===== src/rtl/semaforo_ctrl.sv =====
// -----------------------------------------------------------------------------
// semaforo_ctrl
//
// Two-way traffic-light controller with pedestrian requests, runtime-
// programmable phase durations and a night flashing mode.
//
// Phase sequence: G1 -> Y1 -> AR1 -> G2 -> Y2 -> AR2 -> G1.
// Night mode enters FLASH from an all-red phase and leaves through AR2.
//
// Ports
//   clk          sole clock, rising edge
//   rst          synchronous, active-high reset
//   ped_req1/2   pedestrian request for crossing 1 / 2 (any-length pulse)
//   night        level request for night flashing
//   cfg_we       configuration write strobe
//   cfg_addr     0 green, 1 yellow, 2 all-red, 3 minimum green
//   cfg_data     duration in cycles (0 behaves as 1)
//   c1, c2       car lights: 0 green, 1 yellow, 2 red, 3 off
//   p1, p2       pedestrian walk lamps
//   phase        current state code
//   pend1/2      latched pending pedestrian request
// -----------------------------------------------------------------------------
module semaforo_ctrl #(
   parameter int unsigned GREEN_DEF  = 6,
   parameter int unsigned YELLOW_DEF = 2,
   parameter int unsigned ALLRED_DEF = 1,
   parameter int unsigned MINGRN_DEF = 2,
   parameter int unsigned BLINK      = 4
) (
   input  logic       clk,
   input  logic       rst,
   input  logic       ped_req1,
   input  logic       ped_req2,
   input  logic       night,
   input  logic       cfg_we,
   input  logic [1:0] cfg_addr,
   input  logic [3:0] cfg_data,
   output logic [1:0] c1,
   output logic [1:0] c2,
   output logic       p1,
   output logic       p2,
   output logic [2:0] phase,
   output logic       pend1,
   output logic       pend2
);

   typedef enum logic [2:0] {
      ST_G1    = 3'd0,
      ST_Y1    = 3'd1,
      ST_AR1   = 3'd2,
      ST_G2    = 3'd3,
      ST_Y2    = 3'd4,
      ST_AR2   = 3'd5,
      ST_FLASH = 3'd6
   } state_t;

   localparam logic [1:0] LT_GREEN  = 2'd0;
   localparam logic [1:0] LT_YELLOW = 2'd1;
   localparam logic [1:0] LT_RED    = 2'd2;
   localparam logic [1:0] LT_OFF    = 2'd3;

   localparam int unsigned BLINK_W = (BLINK > 1) ? $clog2(BLINK) : 1;
   localparam logic [BLINK_W-1:0] BLINK_LAST = BLINK_W'(BLINK - 1);

   localparam logic [3:0] GREEN_RST  = 4'(GREEN_DEF);
   localparam logic [3:0] YELLOW_RST = 4'(YELLOW_DEF);
   localparam logic [3:0] ALLRED_RST = 4'(ALLRED_DEF);
   localparam logic [3:0] MINGRN_RST = 4'(MINGRN_DEF);
   // The reset state is AR2, so its shadow starts from the all-red default.
   localparam logic [3:0] SHADOW_RST = (ALLRED_RST == 4'd0) ? 4'd1 : ALLRED_RST;

   // A programmed duration of zero still occupies one cycle.
   function automatic logic [3:0] sat_dur(input logic [3:0] v);
      return (v == 4'd0) ? 4'd1 : v;
   endfunction

   // Elapsed count saturates at 15 so it never wraps inside a state.
   function automatic logic [3:0] sat_inc(input logic [3:0] v);
      return (v == 4'hF) ? v : v + 4'd1;
   endfunction

   state_t               state_q,     state_d;
   logic [3:0]           elapsed_q,   elapsed_d;
   logic [3:0]           shadow_q,    shadow_d;
   logic [3:0]           green_q,     green_d;
   logic [3:0]           yellow_q,    yellow_d;
   logic [3:0]           allred_q,    allred_d;
   logic [3:0]           mingrn_q,    mingrn_d;
   logic                 pend1_q,     pend1_d;
   logic                 pend2_q,     pend2_d;
   logic [BLINK_W-1:0]   blink_cnt_q, blink_cnt_d;
   logic                 blink_off_q, blink_off_d;
   logic [1:0]           c1_q,        c1_d;
   logic [1:0]           c2_q,        c2_d;
   logic                 p1_q,        p1_d;
   logic                 p2_q,        p2_d;

   logic                 done;
   logic                 min_hit;
   logic                 entering;

   // ---------------------------------------------------------------------------
   // State register
   // ---------------------------------------------------------------------------
   always_ff @(posedge clk) begin
      if (rst) begin
         state_q     <= ST_AR2;
         elapsed_q   <= 4'd0;
         shadow_q    <= SHADOW_RST;
         green_q     <= GREEN_RST;
         yellow_q    <= YELLOW_RST;
         allred_q    <= ALLRED_RST;
         mingrn_q    <= MINGRN_RST;
         pend1_q     <= 1'b0;
         pend2_q     <= 1'b0;
         blink_cnt_q <= '0;
         blink_off_q <= 1'b0;
         c1_q        <= LT_RED;
         c2_q        <= LT_RED;
         p1_q        <= 1'b0;
         p2_q        <= 1'b0;
      end else begin
         state_q     <= state_d;
         elapsed_q   <= elapsed_d;
         shadow_q    <= shadow_d;
         green_q     <= green_d;
         yellow_q    <= yellow_d;
         allred_q    <= allred_d;
         mingrn_q    <= mingrn_d;
         pend1_q     <= pend1_d;
         pend2_q     <= pend2_d;
         blink_cnt_q <= blink_cnt_d;
         blink_off_q <= blink_off_d;
         c1_q        <= c1_d;
         c2_q        <= c2_d;
         p1_q        <= p1_d;
         p2_q        <= p2_d;
      end
   end

   // ---------------------------------------------------------------------------
   // Next-state logic
   // ---------------------------------------------------------------------------
   always_comb begin
      // Shadow is always >= 1, so this subtraction never underflows.
      done    = (elapsed_q == (shadow_q - 4'd1));
      min_hit = (elapsed_q >= (sat_dur(mingrn_q) - 4'd1));

      state_d = state_q;
      unique case (state_q)
         ST_G1:    if (done || (pend2_q && min_hit)) state_d = ST_Y1;
         ST_Y1:    if (done) state_d = ST_AR1;
         ST_AR1:   if (done) state_d = night ? ST_FLASH : ST_G2;
         ST_G2:    if (done || (pend1_q && min_hit)) state_d = ST_Y2;
         ST_Y2:    if (done) state_d = ST_AR2;
         ST_AR2:   if (done) state_d = night ? ST_FLASH : ST_G1;
         ST_FLASH: begin
            // Leave only after a complete off half-period.
            if ((blink_cnt_q == BLINK_LAST) && blink_off_q && !night)
               state_d = ST_AR2;
         end
         default:  state_d = ST_AR2;
      endcase

      // Every transition changes the state code, so a change marks an entry.
      entering = (state_d != state_q);

      elapsed_d = entering ? 4'd0 : sat_inc(elapsed_q);

      // The duration seen at entry is frozen for the whole state.
      shadow_d = shadow_q;
      if (entering) begin
         unique case (state_d)
            ST_G1, ST_G2:   shadow_d = sat_dur(green_q);
            ST_Y1, ST_Y2:   shadow_d = sat_dur(yellow_q);
            ST_AR1, ST_AR2: shadow_d = sat_dur(allred_q);
            default:        shadow_d = 4'd1;
         endcase
      end

      // Flash half-period tracking; always begins with the lit half.
      blink_cnt_d = '0;
      blink_off_d = 1'b0;
      if ((state_d == ST_FLASH) && !entering) begin
         if (blink_cnt_q == BLINK_LAST) begin
            blink_cnt_d = '0;
            blink_off_d = ~blink_off_q;
         end else begin
            blink_cnt_d = blink_cnt_q + 1'b1;
            blink_off_d = blink_off_q;
         end
      end

      green_d  = green_q;
      yellow_d = yellow_q;
      allred_d = allred_q;
      mingrn_d = mingrn_q;
      if (cfg_we) begin
         unique case (cfg_addr)
            2'd0: green_d  = cfg_data;
            2'd1: yellow_d = cfg_data;
            2'd2: allred_d = cfg_data;
            2'd3: mingrn_d = cfg_data;
            default: ;
         endcase
      end

      // A request seen while its green is starting or running is already served.
      if ((state_q == ST_G1) || (state_d == ST_G1))
         pend1_d = 1'b0;
      else
         pend1_d = pend1_q | ped_req1;

      if ((state_q == ST_G2) || (state_d == ST_G2))
         pend2_d = 1'b0;
      else
         pend2_d = pend2_q | ped_req2;
   end

   // ---------------------------------------------------------------------------
   // Output decode (from the next state, registered)
   // ---------------------------------------------------------------------------
   always_comb begin
      c1_d = LT_RED;
      c2_d = LT_RED;
      p1_d = 1'b0;
      p2_d = 1'b0;
      unique case (state_d)
         ST_G1:    begin c1_d = LT_GREEN;  p1_d = 1'b1; end
         ST_Y1:    c1_d = LT_YELLOW;
         ST_G2:    begin c2_d = LT_GREEN;  p2_d = 1'b1; end
         ST_Y2:    c2_d = LT_YELLOW;
         ST_FLASH: begin
            c1_d = blink_off_d ? LT_OFF : LT_YELLOW;
            c2_d = blink_off_d ? LT_OFF : LT_YELLOW;
         end
         default:  ;
      endcase
   end

   assign c1    = c1_q;
   assign c2    = c2_q;
   assign p1    = p1_q;
   assign p2    = p2_q;
   assign phase = state_q;
   assign pend1 = pend1_q;
   assign pend2 = pend2_q;

endmodule


===== config.mk =====
export PLATFORM = sky130hd
export DESIGN_NAME = semaforo_ctrl
export DESIGN_NICKNAME = d
export VERILOG_FILES = /design/src/rtl/semaforo_ctrl.sv
export SDC_FILE = /design/constraint.sdc
export NUM_CORES = 1
export LEC_CHECK = 0
export CORE_ASPECT_RATIO = 2
export CORE_MARGIN = 2
export CORE_UTILIZATION = 45
export CTS_BUF_LIST = sky130_fd_sc_hd__clkbuf_16
export DETAILED_ROUTE_END_ITERATION = 6
export DONT_BUFFER_PORTS = 1
export PLACE_DENSITY = 0.6
export SLEW_MARGIN = 20
export SYNTH_ARGS = -nofsm -noshare
export SYNTH_HDL_FRONTEND = slang
export SYNTH_SLANG_ARGS = --single-unit

===== constraint.sdc =====
create_clock -name clk -period 6.95 [get_ports clk]
set_clock_uncertainty 0.15 [all_clocks]
set_input_delay 0.3475 -clock clk [delete_from_list [all_inputs] [get_ports clk]]
set_output_delay 0.3475 -clock clk [all_outputs]
set_load 0.02 [all_outputs]

==> impl_metrics.env <==
export IMPL_worst_slew_pin_slew_ns=0.832
export IMPL_die_height_um=96.8
export IMPL_setup_viol=0
export IMPL_synth_simple_gate_area_share_pct=24.0
export IMPL_nets=236
export IMPL_status="finished, final reports clean"
export IMPL_cp_arrival_ns=3.65
export IMPL_synth_top_family_by_area="simple AND/OR/NAND/NOR gates"
export IMPL_htree_levels=2
export IMPL_die_area_um2=4870
export IMPL_crit_start="mingrn_q[0]"
export IMPL_path_common_cell="nand3_1"
export IMPL_io_pins=23
export IMPL_r2r_end="shadow_q[2]"
export IMPL_start_kind="register"
export IMPL_core_region_area_um2=4130
export IMPL_routed_wl_um=4430
export IMPL_dr_first_iter_drc_count=34
export IMPL_slew_headroom_pct=44.4
export IMPL_grt_pass1_vias=1577
export IMPL_hold_class="primary input to register"
export IMPL_synth_compound_area_share_pct=16.1
export IMPL_first_pass_iters=4
export IMPL_cp_max_fo=12
export IMPL_antenna_found_initial=0
export IMPL_synth_seq_cells=38
export IMPL_netlist_instances=219
export IMPL_syn_num_nets=238
export IMPL_drive_above_1_share_pct=8.26
export IMPL_critPathRequiredTime_ns=6.95
export IMPL_num_rows=33
export IMPL_worstSetupPathType="register to register"
export IMPL_final_setup_tns_ns=0
export IMPL_initial_core_util_pct=46.9
export IMPL_cts_made_buffers=5
export IMPL_wire_per_inst_um=16.4
export IMPL_clock_latency_ns=0.28
export IMPL_antenna_cells=0
export IMPL_yosys_warnings=0
export IMPL_clkSinkCount=38
export IMPL_maxCapViolations=0
export IMPL_finalCritPeriodShare_pct=52.5
export IMPL_ys_seq_area_share_pct=39.3
export IMPL_grt_max_degree=18
export IMPL_vias=1565
export IMPL_die_x_um=50.4
export IMPL_stdcell_count=270
export IMPL_yosys_area_share_adder_pct=4.52
export IMPL_clock_path_buffers=2
export IMPL_max_stage_delay_ns=0.47
export IMPL_grt_overflow=0
export IMPL_cts_tree="built"
export IMPL_drcViolationCount=0
export IMPL_synth_mux_area_share_pct=7.76
export IMPL_yosys_area_share_xor_xnor_pct=4.07
export IMPL_crit_chain="or2_2 -> nor2_1 -> a21oi_1 -> ha_1 -> or4b_1 -> nand3_1 -> nand3_1 -> a21bo_2 -> a221oi_4 -> xor2_1 -> a22o_1 -> a222oi_1 -> o2bb2ai_1"
export IMPL_dp_cells=261
export IMPL_yosys_most_used_dff="dfxtp_1"
export IMPL_rsz0062_at_grt="no"
export IMPL_r2r_slack_ns=3.30
export IMPL_viasPerCell=5.80
export IMPL_crit_end="shadow_q[2]"
export IMPL_post_cts_buffers=0
export IMPL_end_kind="register"
export IMPL_grt_usage_pct=19.6
export IMPL_slew_violations=0
export IMPL_ant_nets=0
export IMPL_crit_slowest_cell="a221oi_4"
export IMPL_synth_edf_count=0
export IMPL_syn_avg_cell_area_um2=8.84
export IMPL_synth_cell_types=46
export IMPL_syn_area_um2=1940
export IMPL_cts_resized_gates=0
export IMPL_root_buffer="clkbuf_16"
export IMPL_leakage_nw=0.888
export IMPL_hpwl_um=3300
export IMPL_timing_final_crit_period_ns=3.65
export IMPL_worstRegToRegCells=13
export IMPL_io_buffers=0
export IMPL_grt_pass1_wl_um=7360
export IMPL_clk_pin_slew_ns=0.06
export IMPL_areaGrowthSynthToFinish_pct=10.4
export IMPL_fmax_ghz=0.274
export IMPL_globalplace_congestion=0.802
export IMPL_synth_async_reset_ratio_pct=0
export IMPL_r2r_start="mingrn_q[0]"
export IMPL_irDropWorstVdd_uv=322
export IMPL_hold_violations=0
export IMPL_num_fill_cells=398
export IMPL_power_density_nw_per_um2=507
==> Yosys cell counts, types with 3 or more instances <==
library cell	number	area share, %
xnor2_1	8	3.6
o21ai_0	6	1.6
a31oi_1	3	0.97
a211oi_1	3	1.2
clkbuf_1	8	1.6
a222oi_1	3	1.6
nor3_1	9	2.3
dfxtp_1	38	39
inv_1	7	1.4
or2_2	3	0.97
mux2i_1	15	7.8
nand2b_1	3	0.97
a21oi_1	6	1.6
a211o_1	5	2.3
nor2b_1	7	2.3
nand3_1	5	1.3
a22o_1	3	1.4
ha_1	7	4.5
nor2_1	40	7.8
nor3b_1	4	1.6
nand2_1	6	1.2
==> metal layers <==
metal,global-route usage (%),part of all wire (%),up-vias
li1,-,-,776
met1,19.9,38,736
met2,37.0,56,44
met3,4.94,4.4,9
met4,6.65,2.2,0
met5,0,0,-
==> critical path: cells and delay by family (launching register included) <==
family | cells | cell delay, ns
flops | 1 | 0.33
compound gates | 6 | 1.41
xor+xnor | 1 | 0.20
simple gates | 5 | 1.15
fa+ha+maj | 1 | 0.28
==> cells in the final DEF (no fill, tap or decap), types with 7 or more instances in the layout <==
cell type  synthesis  routed
ha_1               7       7
dfxtp_1           38      38
nor2_1            40      40
nor3_1             9       9
xnor2_1            8       8
inv_1              7       7
mux2i_1           15      15
nor2b_1            7       7
==> sequential cells by signal (all words and copies together), names as in the netlist, 2 cells and up <==
name	cells
allred_q	4
elapsed_q	4
green_q	4
mingrn_q	4
shadow_q	4
yellow_q	4
phase	3
blink_cnt_q	2
c1	2
c2	2
==> per-stage QoR <==
| stage | power, mW | cell area [um2] | hold slack [ns] | util [%] | setup WS (ns) |
|---|---|---|---|---|---|
| floorplan | 0.753 | 1940 | 0.257 | - | 3.75 |
| CTS | 1.09 | 2140 | 0.0138 | 51.8 | 3.29 |
| global route | 1.16 | 2140 | 0.0147 | 51.8 | 3.09 |
| finish | 1.08 | 2140 | 0.0177 | 51.8 | 3.30 |
| global placement | 0.810 | 1960 | 0.272 | 47.4 | 3.45 |
| detailed placement | 0.829 | 1960 | 0.276 | 47.4 | 3.34 |
==> layout make-up <==
| type | count | area (um2) | area share (%) |
|---|---|---|---|
| Tap cell | 52 | 65.1 | 3.04 |
| Multi-Input combinational cell | 162 | 1090 | 51.2 |
| Timing Repair Buffer | 2 | 17.5 | 0.820 |
| Clock inverter | 3 | 45.0 | 2.11 |
| Sequential cell | 38 | 761 | 35.6 |
| Inverter | 8 | 30.0 | 1.41 |
| Clock buffer | 5 | 125 | 5.85 |
==> cell families (layout without fill, tap and decap cells) <==
| kind of cell | after synthesis | after routing |
|---|---|---|
| simple gates | 91 | 91 |
| compound gates | 40 | 40 |
| flops | 38 | 38 |
| buf+inv | 19 | 18 |
| mux | 15 | 15 |
| xor+xnor | 9 | 9 |
| fa+ha+maj | 7 | 7 |
==> repair_timing <==
action / 4_1_cts / 5_1_grt
setup endpoints to repair: 0 / 0
hold buffers: 1 / 0
hold endpoints to repair: 17 / 0
==> where the power goes <==
group | leakage [nW] | total [mW] | switching (mW) | internal (mW)
combinational | 0.502 | 0.489 | 0.282 | 0.207
sequential | 0.311 | 0.339 | 0.0765 | 0.262
clock | 0.0760 | 0.256 | 0.0872 | 0.169
==> how the worst min path moves through the flow <==
stage / start / end / slack (ns) / depth (start not counted)
after floorplan: blink_cnt_q[0] / blink_cnt_q[0] / 0.26 / 1
after global placement: rst / p2 / 0.27 / 1
after detailed placement: rst / phase[1] / 0.28 / 1
after CTS: rst / yellow_q[1] / 0.01 / 1
after global routing: rst / allred_q[0] / 0.01 / 1
final: rst / mingrn_q[1] / 0.02 / 1
No activity file was read; power rests on OpenSTA's default activity.
